===== config.mk =====
export PLATFORM = sky130hd
export DESIGN_NAME = sm_0535_uart_msg_scheduler
export DESIGN_NICKNAME = d
export VERILOG_FILES = /design/src/rtl/sm_0535_uart_msg_scheduler.sv
export SDC_FILE = /design/constraint.sdc
export NUM_CORES = 1
export LEC_CHECK = 0
export BUFFER_PORTS_ARGS = -buffer_cell sky130_fd_sc_hd__buf_2
export CORE_MARGIN = 10
export CORE_UTILIZATION = 57
export CTS_CLUSTER_DIAMETER = 60
export CTS_CLUSTER_SIZE = 28
export DETAILED_ROUTE_END_ITERATION = 8
export GPL_TIMING_DRIVEN = 0
export PLACE_DENSITY = 0.95
export SETUP_SLACK_MARGIN = 0.2
export SLEW_MARGIN = 20
export SYNTH_ARGS = -nofsm -noshare
export SYNTH_HDL_FRONTEND = slang
export SYNTH_SLANG_ARGS = --single-unit

===== constraint.sdc =====
create_clock -name clk -period 6.58 [get_ports clk]
set_clock_uncertainty 0.1 [all_clocks]
set_input_delay 0.987 -clock clk [delete_from_list [all_inputs] [get_ports clk]]
set_output_delay 0.987 -clock clk [all_outputs]
set_load 0.02 [all_outputs]

===== src/rtl/sm_0535_uart_msg_scheduler.sv =====
// Round-robin scheduler that serialises up to three short messages onto a byte-wide
// UART transmitter, with per-byte timeout and an enforced idle gap between messages.
module sm_0535_uart_msg_scheduler #(
  parameter int GAP_CYCLES     = 16,
  parameter int TIMEOUT_CYCLES = 200000
) (
  input  logic        clk,
  input  logic        rst,
  input  logic [2:0]  req,
  input  logic [8:0]  msg_len,
  input  logic [95:0] msg_data,
  output logic [2:0]  ack,
  input  logic        o_tx_done,
  output logic        tx_data_valid,
  output logic [7:0]  tx_byte,
  output logic        busy,
  output logic [1:0]  grant_id,
  output logic        err
);

  localparam int TW = $clog2(TIMEOUT_CYCLES + 1);
  localparam int GW = $clog2(GAP_CYCLES + 2);

  typedef enum logic [1:0] {IDLE, SEND, WAIT_DONE, GAP} state_t;

  state_t        state_reg, state_next;
  logic [1:0]    ptr_reg, ptr_next;
  logic [2:0]    len_reg, len_next;
  logic [31:0]   data_reg, data_next;
  logic [2:0]    idx_reg, idx_next;
  logic [TW-1:0] timer_reg, timer_next;
  logic [GW-1:0] gap_reg, gap_next;
  logic [2:0]    ack_reg, ack_next;
  logic          valid_reg, valid_next;
  logic [7:0]    byte_reg, byte_next;
  logic          busy_reg, busy_next;
  logic [1:0]    grant_reg, grant_next;
  logic          err_reg, err_next;

  logic [2:0]  req_len  [4];
  logic [31:0] req_data [4];
  logic [7:0]  data_byte [4];

  genvar gi;
  generate
    for (gi = 0; gi < 3; gi++) begin : g_req
      assign req_len[gi]  = msg_len[3*gi +: 3];
      assign req_data[gi] = msg_data[32*gi +: 32];
    end
    for (gi = 0; gi < 4; gi++) begin : g_byte
      assign data_byte[gi] = data_reg[8*gi +: 8];
    end
  endgenerate
  assign req_len[3]  = '0;
  assign req_data[3] = '0;

  // Scan from the pointer upwards; later (lower-offset) hits overwrite earlier ones.
  logic       win_found;
  logic [1:0] win_idx;
  logic [2:0] rr_sum;
  logic [2:0] rr_cand;
  logic [2:0] win_len;

  always_comb begin
    win_found = 1'b0;
    win_idx   = 2'd0;
    rr_sum    = '0;
    rr_cand   = '0;
    for (int k = 2; k >= 0; k--) begin
      rr_sum  = {1'b0, ptr_reg} + 3'(k);
      rr_cand = (rr_sum >= 3'd3) ? rr_sum - 3'd3 : rr_sum;
      if (req[rr_cand[1:0]]) begin
        win_found = 1'b1;
        win_idx   = rr_cand[1:0];
      end
    end
    win_len = (req_len[win_idx] > 3'd4) ? 3'd4 : req_len[win_idx];
  end

  always_comb begin
    state_next = state_reg;
    ptr_next   = ptr_reg;
    len_next   = len_reg;
    data_next  = data_reg;
    idx_next   = idx_reg;
    timer_next = timer_reg;
    gap_next   = gap_reg;
    ack_next   = '0;
    valid_next = 1'b0;
    byte_next  = byte_reg;
    grant_next = grant_reg;
    err_next   = 1'b0;
    case (state_reg)
      IDLE: begin
        if (win_found) begin
          ack_next  = 3'b001 << win_idx;
          ptr_next  = (win_idx == 2'd2) ? 2'd0 : win_idx + 2'd1;
          len_next  = win_len;
          data_next = req_data[win_idx];
          idx_next  = '0;
          // An empty message is acknowledged but never owns the transmitter.
          if (win_len == 3'd0) begin
            grant_next = 2'd3;
          end else begin
            grant_next = win_idx;
            state_next = SEND;
          end
        end
      end
      SEND: begin
        byte_next  = data_byte[idx_reg[1:0]];
        valid_next = 1'b1;
        timer_next = '0;
        state_next = WAIT_DONE;
      end
      WAIT_DONE: begin
        if (o_tx_done) begin
          idx_next   = idx_reg + 3'd1;
          timer_next = '0;
          gap_next   = '0;
          state_next = ((idx_reg + 3'd1) < len_reg) ? SEND : GAP;
        end else if (timer_reg == TW'(TIMEOUT_CYCLES - 1)) begin
          err_next   = 1'b1;
          gap_next   = '0;
          state_next = GAP;
        end else begin
          timer_next = timer_reg + TW'(1);
        end
      end
      GAP: begin
        if (GAP_CYCLES == 0 || gap_reg == GW'(GAP_CYCLES - 1)) begin
          state_next = IDLE;
          grant_next = 2'd3;
        end else begin
          gap_next = gap_reg + GW'(1);
        end
      end
      default: state_next = IDLE;
    endcase
    busy_next = (state_next != IDLE);
  end

  always_ff @(posedge clk or posedge rst) begin
    if (rst) begin
      state_reg <= IDLE;
      ptr_reg   <= 2'd0;
      len_reg   <= '0;
      data_reg  <= '0;
      idx_reg   <= '0;
      timer_reg <= '0;
      gap_reg   <= '0;
      ack_reg   <= '0;
      valid_reg <= 1'b0;
      byte_reg  <= 8'h00;
      busy_reg  <= 1'b0;
      grant_reg <= 2'd3;
      err_reg   <= 1'b0;
    end else begin
      state_reg <= state_next;
      ptr_reg   <= ptr_next;
      len_reg   <= len_next;
      data_reg  <= data_next;
      idx_reg   <= idx_next;
      timer_reg <= timer_next;
      gap_reg   <= gap_next;
      ack_reg   <= ack_next;
      valid_reg <= valid_next;
      byte_reg  <= byte_next;
      busy_reg  <= busy_next;
      grant_reg <= grant_next;
      err_reg   <= err_next;
    end
  end

  assign ack           = ack_reg;
  assign tx_data_valid = valid_reg;
  assign tx_byte       = byte_reg;
  assign busy          = busy_reg;
  assign grant_id      = grant_reg;
  assign err           = err_reg;

endmodule


==> impl_metrics.yaml, run 1 <==
power_and_ir_drop:
  switching_power_w: 0.001018
  comb_power_share_pct: 49.5
  leakagePower_nw: 2.820
  p_int_w: 0.001412
  power_w: 0.002431
  swShare_pct: 41.90
  p_seq_share_pct: 33.5
  p_clk_share_pct: 17.0
  vdd_drop_max_mv: 0.3157
  p_per_area_mw_per_mm2: 431.1
setup_path:
  cp_slowest_cell: "a311oi_1"
  crit_path_max_incr_delay_ps: 470
  critical_path.endpoint_type: "flop"
  cp.arrival_ps: 3290
  critPathMaxFanout: 10
  crit_chain: "inv_1, ha_1, buf_2, a22oi_1, o22ai_1, o31a_1, buf_4, clkbuf_1, nand2_1, a311oi_1, a21o_1"
  r2r_start: "ptr_reg[0]$_DFFE_PP0P_"
  critical_path_required_ps: 6790
  cp-start-kind: "flop"
  r2r-end: "data_reg[1]$_DFFE_PP0P_"
  r2r_slack_ps: 3500
  worst-r2r-cell-count: 11
  crit_type: "flop to flop"
floorplan:
  start_util_pct: 59.28
  die_w_um: 110.1
  io_pins: 127
  row_count: 32
  fp.dieH_um: 110.1
  coreArea_mm2: 0.007807
  die_area_mm2: 0.01212
global_routing:
  grt_max_degree: 45
  grt_pass1_wl_um: 22680
  antenna_found_initial: 0
  grt_pass1_vias: 4771
  grt_overflow_total: 0
  grt_usage_pct: 23.61
sta:
  fin_tns_setup_ps: 0
  tightest_slew_ps: 899.6
  hold_viol: 0
  finalSetupViolations: 0
  rsz0062_at_grt: "false"
  slew_viol_final: 0
  min_period_over_period_pct: 46.80
  fmax_mhz: 324.7
  layout_min_cycle_time_ps: 3080
  max_slew_margin_pct: 39.80
hold_path:
  min_path_cells: 1
  hp-start: "data_reg[4]$_DFFE_PP0P_"
  whs_endpoint: "data_reg[4]$_DFFE_PP0P_"
  min_path_type: "flop to flop"
clock_tree:
  insertion_delay_ps: 360
  cts-htree-levels: 3
  cts_resized: 0
  cts_sinks: 81
  postCtsSetupRepairBufs: 0
  cts_hold_buf: 0
  root_buffer: "clkbuf_8"
  cts.path.max_buffers: 2
  cts_made_buffers: 9
  clk_pin_slew_ps: 80
  cts_tree: "done"
routing:
  drt_iter0_drc: 405
  wl_per_cell_um: 19.45
  remaining_drc_errors: 0
  vias: 4597
  postRouteWirelength_um: 14330
  drt_pre_antenna_iters: 5
  viasPerCell: 6.237
  ant_nets: 0
placed_design:
  io_buffers: 126
  dp_hpwl_um: 11070
  routabilityCongestion: 0.9157
layout:
  final_cell_mix: "buf_2 (132), nand2_1 (82), dfrtp_1 (79), nor2_1 (60), a21o_1 (27)"
  final_common_cell: "buf_2"
  drive_above_1_share_pct: 28.35
  largest_register_ffs: 32
  layout.nets: 751
  insertedDiodeCount: 0
  syn_to_final_growth_pct: 21.82
logic_synthesis:
  synthCells: 493
  async_flop_share_pct: 100.0
  synth_fp_nets: 613
  synth_seq_cells: 81
  yosysSeqAreaShare_pct: 43.85
  ys.flop_type: "dfrtp_1"
  synth_edf_count: 0
  netlist_area_mm2: 0.004628
  synth.avg_cell_area_um2: 9.388
  yosysUniqueCellTypes: 50
  ys_warn_count: 0
run:
  cap_violations: 0
status:
  status: "complete, no violations"
==> per-layer routing <==
| metal | global-route usage (%) | vias up | wire length [um] |
|---|---|---|---|
| li1 | - | 2044 | - |
| met1 | 28.15 | 2166 | 5247 |
| met2 | 37.93 | 331 | 7142 |
| met3 | 7.661 | 56 | 1428 |
| met4 | 11.38 | 0 | 514 |
| met5 | 0 | - | 0 |
==> cell usage after synthesis, types with 7 or more instances <==
| cell | number | area [um^2] |
|---|---|---|
| nand3_1 | 18 | 90.09 |
| clkbuf_1 | 23 | 86.33 |
| inv_1 | 11 | 41.29 |
| mux4_2 | 8 | 180.2 |
| o21ai_0 | 20 | 100.1 |
| nand2_1 | 82 | 307.8 |
| ha_1 | 9 | 112.6 |
| nor2_1 | 60 | 225.2 |
| xor2_1 | 19 | 166.4 |
| mux2_2 | 10 | 112.6 |
| a21oi_1 | 9 | 45.04 |
| a311oi_1 | 25 | 219.0 |
| nor3_1 | 9 | 45.04 |
| dfrtp_1 | 79 | 1977 |
| a221o_1 | 7 | 70.07 |
| a21o_1 | 27 | 202.7 |
==> kinds of logic after synthesis <==
logic type | share of synthesized area [%]
mux | 6.759
flops | 43.85
fa+ha+maj | 2.433
compound gates | 20.03
simple gates | 19.01
buf+inv | 4.136
xor+xnor | 3.785
==> critical path, delay by kind of cell (launching register included) <==
family,cells,cell delay [ps]
AOI/OAI and AO/OA,5,1260
adders and majority gates,1,270
buffers and inverters,4,850
DFF,1,380
and+or+nand+nor,1,150
==> per-stage QoR <==
stage               hold WS (ps)  setup WS, ps  util (%)  instances  area, um^2
CTS                        383.4          3589     72.21        737        5638
detailed placement         365.3          3346     69.28        722        5409
global route               398.0          3299     72.21        737        5638
finish                     394.6          3500     72.21        737        5638
floorplan                  343.0          3416         -        493        4628
global placement           355.1          2641     68.99        721        5386
==> how the worst max path moves through the flow <==
stage / cells after the start / from / slack (ps) / end
after global placement: 2 / rst / 2640 / data_reg[0]$_DFFE_PP0P_
after global routing: 11 / ptr_reg[0]$_DFFE_PP0P_ / 3300 / data_reg[1]$_DFFE_PP0P_
after floorplan: 1 / rst / 3420 / ack[0]$_DFF_PP0_
final: 11 / ptr_reg[0]$_DFFE_PP0P_ / 3500 / data_reg[1]$_DFFE_PP0P_
after detailed placement: 9 / req[1] / 3350 / data_reg[1]$_DFFE_PP0P_
after CTS: 11 / ptr_reg[0]$_DFFE_PP0P_ / 3590 / data_reg[27]$_DFFE_PP0P_
==> power groups by stage <==
stage                     Combinational, W  Sequential [W]  Clock (W)
after floorplan                   0.000821        0.000817          0
after global placement             0.00111        0.000796          0
after detailed placement           0.00117        0.000814          0
after CTS                          0.00119        0.000809   0.000416
after global routing               0.00131        0.000831   0.000440
final                              0.00120        0.000814   0.000413
==> final cells by class <==
| cell class | instances | area, um^2 |
|---|---|---|
| multi-input combinational | 367 | 2407 |
| fill | 521 | 2170 |
| sequential | 81 | 2029 |
| timing repair buffer | 127 | 650.6 |
| clock buffer | 13 | 168.9 |
| buffer | 34 | 150.1 |
| tap | 102 | 127.6 |
| clock inverter | 2 | 60.06 |
| inverter | 11 | 43.79 |
No activity file was read; power rests on OpenSTA's default activity.
==> inputs of run 2 (changes only) <==
- CORE_UTILIZATION: 57 -> 53
- PLACE_DENSITY: 0.95 -> 0.91
- clock period: 6.58 -> 3.1 ns (I/O delays scaled with it)
==> impl_metrics.yaml, run 2 (synthesis gave the netlist of run 1 again) <==
status:
  status: "complete, no violations"
global_routing:
  antenna_found_initial: 0
  grt_pass1_wl_um: 22200
  grt_pass1_vias: 4583
  grt_max_degree: 60
  grt_usage_pct: 20.97
  grt_overflow_total: 0
routing:
  wl_per_cell_um: 18.43
  drt_pre_antenna_iters: 8
  postRouteWirelength_um: 13730
  remaining_drc_errors: 0
  ant_nets: 0
  viasPerCell: 6.091
  drt_iter0_drc: 456
  vias: 4538
setup_path:
  crit_path_max_incr_delay_ps: 440
  crit_family: "compound AO/OA/AOI/OAI gates"
  crit_type: "flop to flop"
  crit_chain: "inv_1, ha_1, buf_4, mux2i_1, o22ai_1, o311a_1, a211o_1, a221oi_2, a2bb2oi_1"
  cp.arrival_ps: 2980
  cp-start-kind: "flop"
  critical_path_required_ps: 3290
  worst-path-buf-inv: 2
  critical_path.endpoint_type: "flop"
  cp_slowest_cell: "a221oi_2"
  critPathMaxFanout: 10
floorplan:
  io_pins: 127
  fp.dieH_um: 113.4
  row_count: 34
  die_area_mm2: 0.01287
  die_w_um: 113.4
  coreArea_mm2: 0.008593
  start_util_pct: 53.86
sta:
  min_period_over_period_pct: 90.15
  rsz0062_at_grt: "true"
  layout_min_cycle_time_ps: 2795
  slew_viol_final: 0
  max_slew_margin_pct: 51.36
  finalSetupViolations: 0
  tightest_slew_ps: 729.5
  fmax_mhz: 357.8
  hold_viol: 0
power_and_ir_drop:
  leakagePower_nw: 2.828
  p_per_area_mw_per_mm2: 883.1
  power_w: 0.005004
  vdd_drop_max_mv: 0.5779
placed_design:
  io_buffers: 126
  placed_area_mm2: 0.005424
  routabilityCongestion: 0.8982
  dp_hpwl_um: 10590
layout:
  final_common_cell: "buf_2"
  utilization_pct: 65.94
  multi_input_area_mm2: 0.002440
  final_cell_mix: "buf_2 (131), nand2_1 (82), dfrtp_1 (79), nor2_1 (59), a21o_1 (27)"
  drive_above_1_share_pct: 30.77
  regArea_mm2: 0.002029
  layout.nets: 752
  insertedDiodeCount: 0
  nFillCells: 671
  syn_to_final_growth_pct: 22.44
  final_area_mm2: 0.005667
  largest_register_ffs: 32
clock_tree:
  cts.path.max_buffers: 2
  insertion_delay_ps: 360
  cts_tree: "done"
  root_buffer: "clkbuf_8"
  cts_made_buffers: 9
  cts-htree-levels: 3
  cts_sinks: 81
  postCtsSetupRepairBufs: 0
  clk_pin_slew_ps: 90
hold_path:
  min_path_type: "input pin to flop"
run:
  cap_violations: 0
run 2: cell types whose count changed in the layout (fill, tap and decap cells not counted), moves of 2 or more:
| cell | delta |
|---|---|
| clkinvlp_4 | +2 |
| a311oi_1 | -4 |
| clkbuf_8 | -2 |
| clkbuf_2 | +8 |
| clkbuf_1 | -11 |
| bufinv_16 | -2 |
| inv_6 | +3 |
| buf_1 | +2 |
| a311oi_2 | +4 |
run 2: what timing repair did:
item / 4_1_cts / 5_1_grt
pin swaps: 1 / 0
gates resized for setup: 0 / 26
endpoints found under the setup margin: 4 / 36
hold buffers: 1 / 0
endpoints found under the hold margin: 22 / 0
run 2: layout make-up:
| type | count | share of cell area (%) |
|---|---|---|
| multi-input combinational | 367 | 43.06 |
| sequential | 81 | 35.81 |
| timing repair buffer | 128 | 11.79 |
| buffer | 34 | 2.870 |
| clock buffer | 10 | 2.429 |
| tap | 108 | 2.385 |
| clock inverter | 6 | 0.8832 |
| inverter | 11 | 0.7728 |
run 2: through the flow:
step,worst slack (ps),setup TNS (ps),instances,hold slack (ps)
2_1_floorplan,458.2,0,493,343.0
3_5_place_dp,212.5,0,728,353.3
4_1_cts,213.4,0,745,216.6
3_3_place_gp,-317.5,-24800,727,354.2
5_1_grt,144.3,0,745,222.2
6_report,305.4,0,745,228.6
run 2: report_power, final:
group          switching [W]  internal (W)  total [W]
clock               0.000411      0.000322   0.000733
combinational        0.00151       0.00105    0.00257
sequential          0.000250       0.00145    0.00170
run 2: worst paths after layout:
path | cells past startpoint | from | to | slack [ps]
worst max-delay path | 9 | ptr_reg[1]$_DFFE_PP0P_ | grant_id[1]$_DFFE_PP1P_ | 310
worst min-delay path | 2 | msg_data[18] | data_reg[18]$_DFFE_PP0P_ | 230
worst max register to register | 9 | ptr_reg[1]$_DFFE_PP0P_ | grant_id[1]$_DFFE_PP1P_ | 310
worst min register to register | 1 | data_reg[22]$_DFFE_PP0P_ | data_reg[22]$_DFFE_PP0P_ | 380
max in group asynchronous | 4 | rst | grant_id[0]$_DFFE_PP1P_ | 1780
min in group asynchronous | 3 | rst | tx_byte[3]$_DFFE_PP0P_ | 510
run 2: layer usage:
layer | vias up | share of wire [%] | wire length [um] | global-route usage (%)
li1 | 2053 | - | - | -
met1 | 2154 | 39 | 5401 | 25.68
met2 | 288 | 48 | 6615 | 34.37
met3 | 43 | 9.3 | 1278 | 5.354
met4 | 0 | 3.1 | 432 | 8.883
met5 | - | 0 | 0 | 0
